$ cat config.mk
export PLATFORM = sky130hd
export DESIGN_NAME = frame_decimator
export DESIGN_NICKNAME = d
export VERILOG_FILES = /design/src/rtl/frame_decimator.sv
export SDC_FILE = /design/constraint.sdc
export NUM_CORES = 1
export LEC_CHECK = 0
export ABC_AREA = 1
export CAP_MARGIN = 40
export CORE_MARGIN = 2
export CORE_UTILIZATION = 48
export CTS_CLUSTER_DIAMETER = 200
export DETAILED_ROUTE_END_ITERATION = 16
export PLACE_DENSITY = 0.72
export SYNTH_ARGS = -nofsm -noshare
export SYNTH_HDL_FRONTEND = slang
export SYNTH_SLANG_ARGS = --single-unit
$ cat constraint.sdc
create_clock -name Img_pclk -period 1.4 [get_ports Img_pclk]
set_input_delay 0.14 -clock Img_pclk [delete_from_list [all_inputs] [get_ports Img_pclk]]
set_output_delay 0.14 -clock Img_pclk [all_outputs]
set_load 0.05 [all_outputs]
$ cat src/rtl/frame_decimator.sv
// frame_decimator: picks every hdiv-th pixel of every vdiv-th line inside the
// IMG_COL x IMG_ROW active window and forwards it to a downstream FIFO with a
// one-cycle registered write. Factors are sampled once per frame on Img_vs.
//
// state   | meaning
// --------+-------------------------------------------------------------
// IDLE    | after reset, waiting for the first Img_vs rising edge
// ACTIVE  | inside a frame, selecting and writing pixels
// LOCKOUT | IMG_ROW lines done, ignoring Img_de until the next Img_vs edge
module frame_decimator #(
    parameter int IMG_COL = 1280,
    parameter int IMG_ROW = 720,
    parameter int DW      = 16,
    parameter int MAX_DIV = 4
) (
    input  logic          Img_pclk,
    input  logic          rst_n,
    input  logic          Img_vs,
    input  logic          Img_de,
    input  logic [DW-1:0] Img_data,
    input  logic [2:0]    cfg_hdiv,
    input  logic [2:0]    cfg_vdiv,
    input  logic          fifo_full,
    output logic          fifo_wr_en,
    output logic [DW-1:0] fifo_wr_data,
    output logic          frame_start,
    output logic          ovf_err
);

    localparam int XW = $clog2(IMG_COL + 1);
    localparam int YW = $clog2(IMG_ROW + 1);
    localparam logic [XW-1:0] X_END   = XW'(IMG_COL);
    localparam logic [YW-1:0] Y_END   = YW'(IMG_ROW);
    localparam logic [2:0]    DIV_CAP = 3'(MAX_DIV);

    typedef enum logic [1:0] {
        IDLE    = 2'd0,
        ACTIVE  = 2'd1,
        LOCKOUT = 2'd2
    } state_t;

    state_t          state_q;
    state_t          state_d;
    logic            vs_d;
    logic            de_d;
    logic            vs_rise;
    logic            de_fall;
    logic            pix_sel;
    logic [XW-1:0]   x_q;
    logic [2:0]      px_q;
    logic [YW-1:0]   y_q;
    logic [2:0]      py_q;
    logic [2:0]      hdiv_q;
    logic [2:0]      vdiv_q;

    // A request of 0 means "no decimation"; anything above the cap is clipped.
    function automatic logic [2:0] clamp_div(input logic [2:0] req);
        if (req == 3'd0) begin
            return 3'd1;
        end else if (req > DIV_CAP) begin
            return DIV_CAP;
        end else begin
            return req;
        end
    endfunction

    assign vs_rise = Img_vs & ~vs_d;
    assign de_fall = ~Img_de & de_d;

    // Delayed copies of Img_vs / Img_de for edge detection. Loading Img_vs
    // during reset keeps a sync that is already high from counting as an edge.
    always_ff @(posedge Img_pclk) begin
        if (!rst_n) begin
            vs_d <= Img_vs;
            de_d <= 1'b0;
        end else begin
            vs_d <= Img_vs;
            de_d <= Img_de;
        end
    end

    // State register.
    always_ff @(posedge Img_pclk) begin
        if (!rst_n) begin
            state_q <= IDLE;
        end else begin
            state_q <= state_d;
        end
    end

    // Next state and pixel selection; a frame restart always wins over a pixel.
    always_comb begin
        state_d = state_q;
        pix_sel = 1'b0;
        case (state_q)
            IDLE: begin
                if (vs_rise) begin
                    state_d = ACTIVE;
                end
            end
            ACTIVE: begin
                if (vs_rise) begin
                    state_d = ACTIVE;
                end else if (y_q == Y_END) begin
                    state_d = LOCKOUT;
                end else begin
                    pix_sel = Img_de && (px_q == 3'd0) && (py_q == 3'd0) &&
                              (x_q < X_END) && (y_q < Y_END);
                end
            end
            LOCKOUT: begin
                if (vs_rise) begin
                    state_d = ACTIVE;
                end
            end
            default: begin
                state_d = IDLE;
            end
        endcase
    end

    // Pixel/line position and phase counters plus the per-frame factor latch.
    always_ff @(posedge Img_pclk) begin
        if (!rst_n) begin
            x_q    <= '0;
            px_q   <= 3'd0;
            y_q    <= '0;
            py_q   <= 3'd0;
            hdiv_q <= 3'd1;
            vdiv_q <= 3'd1;
        end else begin
            if (Img_de) begin
                x_q  <= (x_q == X_END) ? x_q : x_q + XW'(1);
                px_q <= (px_q >= hdiv_q - 3'd1) ? 3'd0 : px_q + 3'd1;
            end else begin
                x_q  <= '0;
                px_q <= 3'd0;
            end
            if (vs_rise) begin
                y_q    <= '0;
                py_q   <= 3'd0;
                hdiv_q <= clamp_div(cfg_hdiv);
                vdiv_q <= clamp_div(cfg_vdiv);
            end else if (de_fall) begin
                y_q  <= (y_q == Y_END) ? y_q : y_q + YW'(1);
                py_q <= (py_q >= vdiv_q - 3'd1) ? 3'd0 : py_q + 3'd1;
            end
        end
    end

    // Registered FIFO write, frame_start pulse and sticky overflow flag.
    always_ff @(posedge Img_pclk) begin
        if (!rst_n) begin
            fifo_wr_en   <= 1'b0;
            fifo_wr_data <= '0;
            frame_start  <= 1'b0;
            ovf_err      <= 1'b0;
        end else begin
            frame_start <= vs_rise;
            fifo_wr_en  <= pix_sel & ~fifo_full;
            if (pix_sel && !fifo_full) begin
                fifo_wr_data <= Img_data;
            end
            if (vs_rise) begin
                ovf_err <= 1'b0;
            end else if (pix_sel && fifo_full) begin
                ovf_err <= 1'b1;
            end
        end
    end

endmodule

======== Word-level counts from Yosys, hierarchy flattened ========
Cells that the tools add are included.
W data, S select, Z words.
storage, ports and cells
  register bits after elaboration ......... 56
  output and inout port bits .............. 19
cells by class
  add/sub/neg operators ................... 6
  $lt $le $gt $ge ......................... 6
  equal/unequal tests ..................... 6
  multiplexer cells ....................... 12
  bitwise logic cells ..................... 8
  reductions and logical operators ........ 18
operator list
  kind                     number
  $mux W3                  5
  $logic_not A3 Y1         4
  $add A11 B1 Y11 const B  1
  $eq A11 B11 Y1 const B   1
  $lt A11 B11 Y1 const B   1
  $add A10 B1 Y10 const B  1
  $eq A10 B10 Y1 const B   1
  $lt A10 B10 Y1 const B   1
  $add A3 B1 Y3 const B    2
  $ge A3 B3 Y1             2
  $gt A3 B3 Y1 const B     2
  $logic_and A1 B1 Y1      6
  $mux W2                  3
  $reduce_and A2 Y1        3
  $sub A3 B1 Y3 const B    2
  $not A1 Y1               5
  $pmux W2 S2              1
  $reduce_or A2 Y1         2
  $and A1 B1 Y1            3
  $mux W1                  3
  $ne A3 B3 Y1 const B     1
  $reduce_or A3 Y1         1
  $eq A2 B1 Y1 const B     1
  $eq A2 B2 Y1 const B     1
  other kinds (3)          3

======== Logic depth before layout (Yosys ltp) ========
Gate-level depths: netlist of the first run.
  depth after elaboration ................. 9
  mapped depth ............................ 11
  gate-level depth less buffers ........... 10

======== Worst setup path before layout of the first run ========
No wires, ideal clock.
  kind .................................... flip-flop to flip-flop
  from .................................... register vdiv_q[0]
  to ...................................... register py_q[0]
  setup time .............................. 0.130 ns
  arrival ................................. 1.325 ns
  data required time ...................... 1.270 ns
  slack ................................... -0.056 ns
  stages on the path, launching flop included .. 9
  path buffers ............................ 0
  clock period less this slack ............ 1.456 ns
  cells stage by stage .................... dfxtp_1 -> inv_1 -> ha_1 -> ha_1 -> o21ai_0 -> nand2_1 -> a21oi_1 -> o21ai_0 -> a21oi_1
between the ends
  longest elaborated chain between the ends .. 3
RTL lines
  item                      RTL line  text
  start: declaration        54        logic [2:0] vdiv_q;
  start signal: assignment  143       vdiv_q <= clamp_div(cfg_vdiv);
  $sub A3 B1 Y3             146       py_q <= (py_q >= vdiv_q - 3'd1) ? 3'd0 : py_q + 3'd1;
  $ge A3 B3 Y1              146
  $mux W3                   146
  end signal: assignment    146
  end: declaration          52        logic [2:0] py_q;
No other way between the ends.
A chain may end at the register's enable or synchronous reset.

======== Worst setup path after layout of the first run ========
  from .................................... register y_q[1]
  to ...................................... register fifo_wr_data[4]
between the ends
  longest elaborated chain between the ends .. 6
RTL lines
  item                      RTL line  text
  start: declaration        51        logic [YW-1:0] y_q;
  start signal: assignment  145       y_q <= (y_q == Y_END) ? y_q : y_q + YW'(1);
  $lt A10 B10 Y1            108       (x_q < X_END) && (y_q < Y_END);
  $logic_and A1 B1 Y1       108
  $mux W1 *                 104       end else if (y_q == Y_END) begin
  $mux W1 *                 102       if (vs_rise) begin
  $mux W1 *                 95        case (state_q)
  $logic_and A1 B1 Y1 *     161       if (pix_sel && !fifo_full) begin
  end signal: assignment    162       fifo_wr_data <= Img_data;
  end: declaration          25        output logic [DW-1:0] fifo_wr_data,
Mark *: on every way between the ends. The rest lies on a longest branch, timed or not.

==> metrics.md, run 1 <==
| Metric | Value |
|---|---|
| Max Clk Rate | `~0.64 GHz` |
| Initial antenna violation count | `0` |
| Post-Synthesis Cells | `380` |
| Switching part of the total | `0.278` |
| Startpoint Class | `flop` |
| Worst setup EP type | `flop` |
| Power Total | `between 0.003 and 0.004 W` |
| Syn Nets | `423` |
| Largest net degree at the start of global routing | `33` |
| Sequential share of power | `0.515` |
| Min-Delay Path Class | `in2reg` |
| Pwr Density | `760 nW/um^2` |
| Number of diodes | `0` |
| Total wire length | `7160 um` |
| Final cell count without fillers | `550` |
| Via count | `2758` |
| Layout Skew | `0.00499 ns` |
| Max FO, Critical Path | `9` |
| FF+latch count, synth | `56` |
| Rel. slew slack | `0.797` |
| Total track usage | `0.208` |
| Critical path class | `reg2reg` |
| DR vias/cell | `5.01` |
| Final Hold Viols | `0` |
| Starting Density | `0.505` |
| Final Cycle Share | `1.11` |
| Logic pwr share | `0.183` |
| Final Cell Area | `approximately 4200 sq um` |
| Mapped Area | `2810 sq um` |
| Placed cell count | `532` |
| Synth unique cells | `33` |
| Peak VDD IR | `approximately 0.64 mV` |
| Vias in the first global route | `2459` |
| Pleak | `1.80 nW` |
| Switch Pwr | `just under 0.0009 W` |
| Failing checks | `setup timing` |
| H-tree levels | `2` |
| Area delta synth->final | `50.3%` |
| Setup Viol. Count Final | `25` |
| Reg2Reg Setup Slack | `-0.16 ns` |
| Req. time, crit path | `1.62 ns` |
| Iteration-0 DRC Markers | `75` |
| Final hold slack | `0.294 ns` |
| Int Pwr | `0.00232 W` |
| # Max-Cap Violations | `0` |
| Final net count | `520` |
| Worst Setup Slack, final | `-0.157 ns` |
| CTS sink count | `56` |
| PortBufs | `45` |
| Clock power frac | `0.302` |
| Core area | `~5600 sq um` |
| WL/cell | `around 13 um` |
| Avg Inst Size Synth | `around 7.4 sq um` |
| Grt ovf | `0` |
| Worst slew pin tran | `0.304 ns` |
| Yosys warning total | `0` |
| CTS Buffer Depth | `2` |
| Min cycle time layout | `1.56 ns` |
| Unrepaired setup endpoints after global routing | `yes` |
| Final number of max-transition violations | `0` |
| Row count | `27` |
| Ports | `46` |
| First-pass DRT Iterations | `4` |
| # DRC | `0` |
| Status | `finished with violations` |
| Die Ht | `roughly 81 um` |
| Die X | `approximately 80 um` |
| Pre-CTS setup slack | `-0.240 ns` |
| First-pass GRT wire length | `10600 um` |
| Routed Antenna Nets | `0` |
| Die ar. | `between 6000 and 7000 sq um` |
| GP Congestion | `0.819` |
| Clock slew at reported path FFs | `0.10 ns` |
| Arr. time, crit path | `1.78 ns` |
| CTS tree | `done` |
| TritonCTS buffer count | `5` |
| Sequential share of the synthesized area | `0.399` |
| Post-DP Area | `approximately 3600 sq um` |
| Clk Latency, worst-skew pair | `~0.32 ns` |
| Dpl hpwl | `4420 um` |
| CTS root buffer | `clkbuf_8` |
| Layout cell share with drive strength beyond 1 | `0.368` |
layout by cell type (no fill, tap or decap), drive strengths merged:
cell / count
nand2: 70
ha: 16
dfxtp: 56
nor4: 1
xor2: 6
xnor2: 3
or2: 1
nand4: 5
o21ai: 16
buf: 71
nor2: 54
a22oi: 1
nor3: 4
o211a: 1
o32ai: 2
clkinv: 2
clkbuf: 8
o2111ai: 1
nand3: 34
clkdlybuf4s50: 26
inv: 64
a21oi: 36
kinds of logic (layout without fill, tap and decap cells):
kind of cell / Yosys count / in the layout / share of synthesized area
adders and majority gates: 16 / 16 / 0.0712
AOI/OAI and AO/OA: 57 / 57 / 0.116
xor gates and xnor gates: 9 / 9 / 0.0280
DFF: 56 / 56 / 0.399
and+or+nand+nor: 169 / 169 / 0.270
buffers and inverters: 73 / 171 / 0.116
per-layer routing:
layer  routed length, um  global-route usage  up-vias
met3                 316              0.0337       11
met5                   0                   0        -
met1                3130               0.252     1287
met4                 109              0.0593        0
li1                    -                   -     1401
met2                3610               0.377       59
repair_timing:
| item | CTS | global route |
|---|---|---|
| resized for setup | 53 | 54 |
| hold buffers | 0 | 0 |
| pin swaps | 10 | 19 |
| endpoints found under the hold margin | 0 | 0 |
| setup buffers | 5 | 3 |
| setup endpoints to repair | 30 | 36 |
| gates cloned | 2 | 1 |
registers in the layout, indices dropped and copies added (netlist names):
| name | count |
|---|---|
| fifo_wr_data | 16 |
| py_q | 3 |
| vs_d | 1 |
| px_q | 3 |
| ovf_err | 1 |
| fifo_wr_en | 1 |
| de_d | 1 |
| frame_start | 1 |
| x_q | 11 |
| y_q | 10 |
| hdiv_q | 3 |
| state_q | 2 |
| vdiv_q | 3 |
synthesized netlist by cell type:
| cell type | instances | area [sq um] |
|---|---|---|
| clkbuf_4 | 1 | 7.51 |
| o211a_1 | 1 | 10.0 |
| o32ai_1 | 2 | 17.5 |
| nor4_1 | 1 | 6.26 |
| o21ai_0 | 16 | 80.1 |
| nand2_4 | 1 | 11.3 |
| clkinv_1 | 1 | 3.75 |
| or2_2 | 1 | 6.26 |
| ha_1 | 16 | 200 |
| inv_1 | 60 | 225 |
| nand2_1 | 66 | 248 |
| a21oi_2 | 6 | 52.6 |
| xnor2_1 | 3 | 26.3 |
| nor2_1 | 52 | 195 |
| nand3_2 | 3 | 30.0 |
| nor3_4 | 1 | 16.3 |
| inv_2 | 1 | 3.75 |
| nand3_1 | 31 | 155 |
| nand2_2 | 3 | 18.8 |
| a22oi_1 | 1 | 7.51 |
| nand4_1 | 5 | 31.3 |
| a21oi_1 | 30 | 150 |
| nor2_8 | 1 | 20.0 |
| buf_2 | 1 | 5.00 |
| dfxtp_1 | 56 | 1120 |
| nor3_1 | 3 | 15.0 |
| nor2_2 | 1 | 6.26 |
| buf_1 | 1 | 3.75 |
| buf_6 | 5 | 56.3 |
| inv_4 | 1 | 6.26 |
| buf_4 | 2 | 15.0 |
| o2111ai_1 | 1 | 8.76 |
| xor2_1 | 6 | 52.6 |
worst max-delay path, stage by stage, from the launching register on:
cell and delay (ns):
dfxtp_2 0.34, inv_2 0.07, ha_4 0.13, nand2_2 0.05, nor2_2 0.09, nand3_2 0.10, buf_6 0.15, nand2_4 0.08
nor2_8 0.06, clkbuf_16 0.17, a21oi_1 0.15, nor2_1 0.07
area by class of cell:
cell class	instances	area, sq um
Multi-Input combinational cell	251	1760
Fill cell	396	1350
Sequential cell	56	1130
Timing Repair Buffer	99	895
Inverter	63	244
Tap cell	72	90.1
Clock buffer	6	82.6
Clock inverter	2	13.8
Timing Repair inverter	1	6.26
path summary, 6_finish.rpt:
kind                             start              end  depth (start not counted)
worst max register to register  y_q[1]  fifo_wr_data[4]                         11
worst min register to register  x_q[7]           x_q[7]                          2
worst max-delay path            y_q[1]  fifo_wr_data[4]                         11
worst min-delay path            Img_vs             vs_d                          1
through the flow:
step,util,TNS (ns)
4_1_cts,0.707,-1.99
6_report,0.758,-1.96
3_3_place_gp,0.644,-5.27
5_1_grt,0.758,-4.33
2_1_floorplan,-,0
3_5_place_dp,0.644,-6.13
power by group through the flow:
stage               Sequential (W)  Combinational [W]  Clock, W
global route               0.00166           0.000636   0.00104
finish                     0.00166           0.000586  0.000970
CTS                        0.00165           0.000522  0.000987
detailed placement         0.00168           0.000453         0
global placement           0.00168           0.000444         0
floorplan                  0.00173           0.000216         0
(Power assumes the default switching activity.)
==> inputs of run 2 (changes only) <==
--- a/config.mk
+++ b/config.mk
@@ -8,10 +8,11 @@
 export ABC_AREA = 1
 export CAP_MARGIN = 40
 export CORE_MARGIN = 2
-export CORE_UTILIZATION = 48
+export CORE_UTILIZATION = 55
 export CTS_CLUSTER_DIAMETER = 200
 export DETAILED_ROUTE_END_ITERATION = 16
-export PLACE_DENSITY = 0.72
+export PLACE_DENSITY = 0.78
+export REMOVE_ABC_BUFFERS = 1
 export SYNTH_ARGS = -nofsm -noshare
 export SYNTH_HDL_FRONTEND = slang
 export SYNTH_SLANG_ARGS = --single-unit
==> constraint.sdc (replaced) <==
create_clock -name Img_pclk -period 1.99 [get_ports Img_pclk]
set_input_delay 0.199 -clock Img_pclk [delete_from_list [all_inputs] [get_ports Img_pclk]]
set_output_delay 0.199 -clock Img_pclk [all_outputs]
set_load 0.05 [all_outputs]
==> metrics.md, run 2 (same netlist as run 1, synthesis figures left out) <==
| Metric | Value |
|---|---|
| Status | `complete, no violations` |
| Worst setup EP type | `flop` |
| Startpoint Class | `flop` |
| First-pass DRT Iterations | `4` |
| H-tree levels | `2` |
| Largest net degree at the start of global routing | `34` |
| Area delta synth->final | `20.4%` |
| Arr. time, crit path | `1.97 ns` |
| Pwr Density | `614 nW/um^2` |
| CTS root buffer | `clkbuf_8` |
| Pre-CTS setup slack | `about 0.11 ns` |
| Unrepaired setup endpoints after global routing | `no` |
| Die Ht | `75.5 um` |
| Row count | `26` |
| Biggest register | `fifo_wr_data` |
| # DRC | `0` |
| First-pass GRT wire length | `between 8000 and 9000 um` |
| Ports | `between 40 and 50` |
| GP Congestion | `roughly 0.85` |
| Commonest non-fill, non-tap cell in the layout | `nand2_1` |
| Pleak | `about 1.4 nW` |
| Max FO, Critical Path | `33` |
| Setup Viol. Count Final | `0` |
| Iteration-0 DRC Markers | `133` |
| Clock slew at reported path FFs | `approximately 0.10 ns` |
| CTS tree | `done` |
| Clk Latency, worst-skew pair | `0.31 ns` |
| Peak VDD IR | `around 0.6 mV` |
| Via count | `2449` |
| Die X | `75.5 um` |
| Rel. slew slack | `0.646` |
| Max Clk Rate | `around 0.57 GHz` |
| Post-CTS Hold Buffers | `0` |
| Routed Antenna Nets | `0` |
| CTS sink count | `56` |
| Die ar. | `about 5700 sq um` |
| # Max-Cap Violations | `0` |
| PortBufs | `between 40 and 50` |
| Worst slew pin tran | `0.529 ns` |
| Dpl hpwl | `4130 um` |
| Fillers | `462` |
| Vias in the first global route | `2070` |
| Total wire length | `5520 um` |
| Worst Setup Slack, final | `0.230 ns` |
| Power Total | `0.00208 W` |
| Total track usage | `0.197` |
| CTS Buffer Depth | `2` |
| Layout Skew | `0.00738 ns` |
| Final net count | `469` |
| Critical path class | `reg2reg` |
| Biggest regs | `fifo_wr_data: 16 flops, x_q: 11 flops, y_q: 10 flops` |
| Final Cycle Share | `0.884` |
| TritonCTS buffer count | `5` |
| Min-Delay Path Class | `in2reg` |
| Req. time, crit path | `~2.2 ns` |
| Max FFs per register | `16` |
| Layout cell share with drive strength beyond 1 | `0.0703` |
| Final hold slack | `0.361 ns` |
| Final Hold Viols | `0` |
| Core area | `5010 sq um` |
| Grt ovf | `0` |
| Final number of max-transition violations | `0` |
| WL/cell | `between 10 and 15 um` |
| DR vias/cell | `4.93` |
| Setup_tns | `0 ns` |
| Most frequent cells in the layout | `66 x nand2_1, 60 x inv_1, 56 x dfxtp_1` |
| Starting Density | `0.561` |
| Post-CTS resize count | `0` |
| Post-CTS Setup Repair Bufs | `0` |
| Min cycle time layout | `1.76 ns` |
| Number of diodes | `0` |
| Initial antenna violation count | `0` |
[run 2: cell count changes in the layout (fill, tap and decap cells not counted), moves of 7 or more]
cell | before | now
buf_4 | 63 | 4
clkdlybuf4s50_1 | 26 | 45
nand3_1 | 19 | 31
dfxtp_1 | 46 | 56
dfxtp_2 | 10 | 0
inv_1 | 50 | 60
inv_2 | 11 | 1
a21oi_1 | 21 | 30
ha_1 | 7 | 16
ha_4 | 9 | 0
nand3_2 | 12 | 3
nor2_1 | 44 | 52
a21oi_2 | 13 | 6
nand2_1 | 59 | 66
[run 2: worst paths after layout]
| kind | from | end | slack, ns | depth (start not counted) |
|---|---|---|---|---|
| setup reg to reg | y_q[0] | fifo_wr_data[10] | 0.23 | 10 |
| hold / removal | Img_vs | vs_d | 0.36 | 1 |
| hold reg to reg | px_q[0] | px_q[0] | 0.45 | 1 |
| setup / recovery | y_q[0] | fifo_wr_data[10] | 0.23 | 10 |
[run 2: layout make-up]
type | instances | area (sq um) | share of cell area
clock buffer | 7 | 86.3 | 0.0255
clock inverter | 1 | 7.51 | 0.00222
inverter | 63 | 239 | 0.0706
multi-input combinational | 251 | 1370 | 0.403
sequential | 56 | 1120 | 0.331
tap | 70 | 87.6 | 0.0259
timing repair buffer | 49 | 480 | 0.142
[run 2: where the power goes]
part           switching (W)  internal, W
combinational       0.000160     0.000120
sequential         0.0000147      0.00115
clock               0.000355     0.000284
total               0.000530      0.00155
[run 2: metrics by stage]
step                      instances  instance area, sq um   util
after floorplan                 370                  2730      -
after global placement          489                  3290  0.657
after detailed placement        489                  3290  0.657
after CTS                       497                  3390  0.676
after global routing            497                  3390  0.676
final                           497                  3390  0.676
[run 2: layer usage]
metal  GRT usage  up-vias  share of wire
met5           0        -              0
met3      0.0397        7          0.052
li1            -     1298              -
met2       0.341       61           0.47
met1       0.251     1083           0.46
met4      0.0546        0          0.012
[run 2: worst max-delay path: stages, from the launching register on]
cell and delay (ns):
dfxtp_1 0.41, inv_1 0.08, ha_1 0.20, nand2_1 0.06
nor2_1 0.04, nand3_2 0.13, nand2_4 0.09, nor2_8 0.37
nand3_1 0.13, nand2_1 0.09, nor2_1 0.04
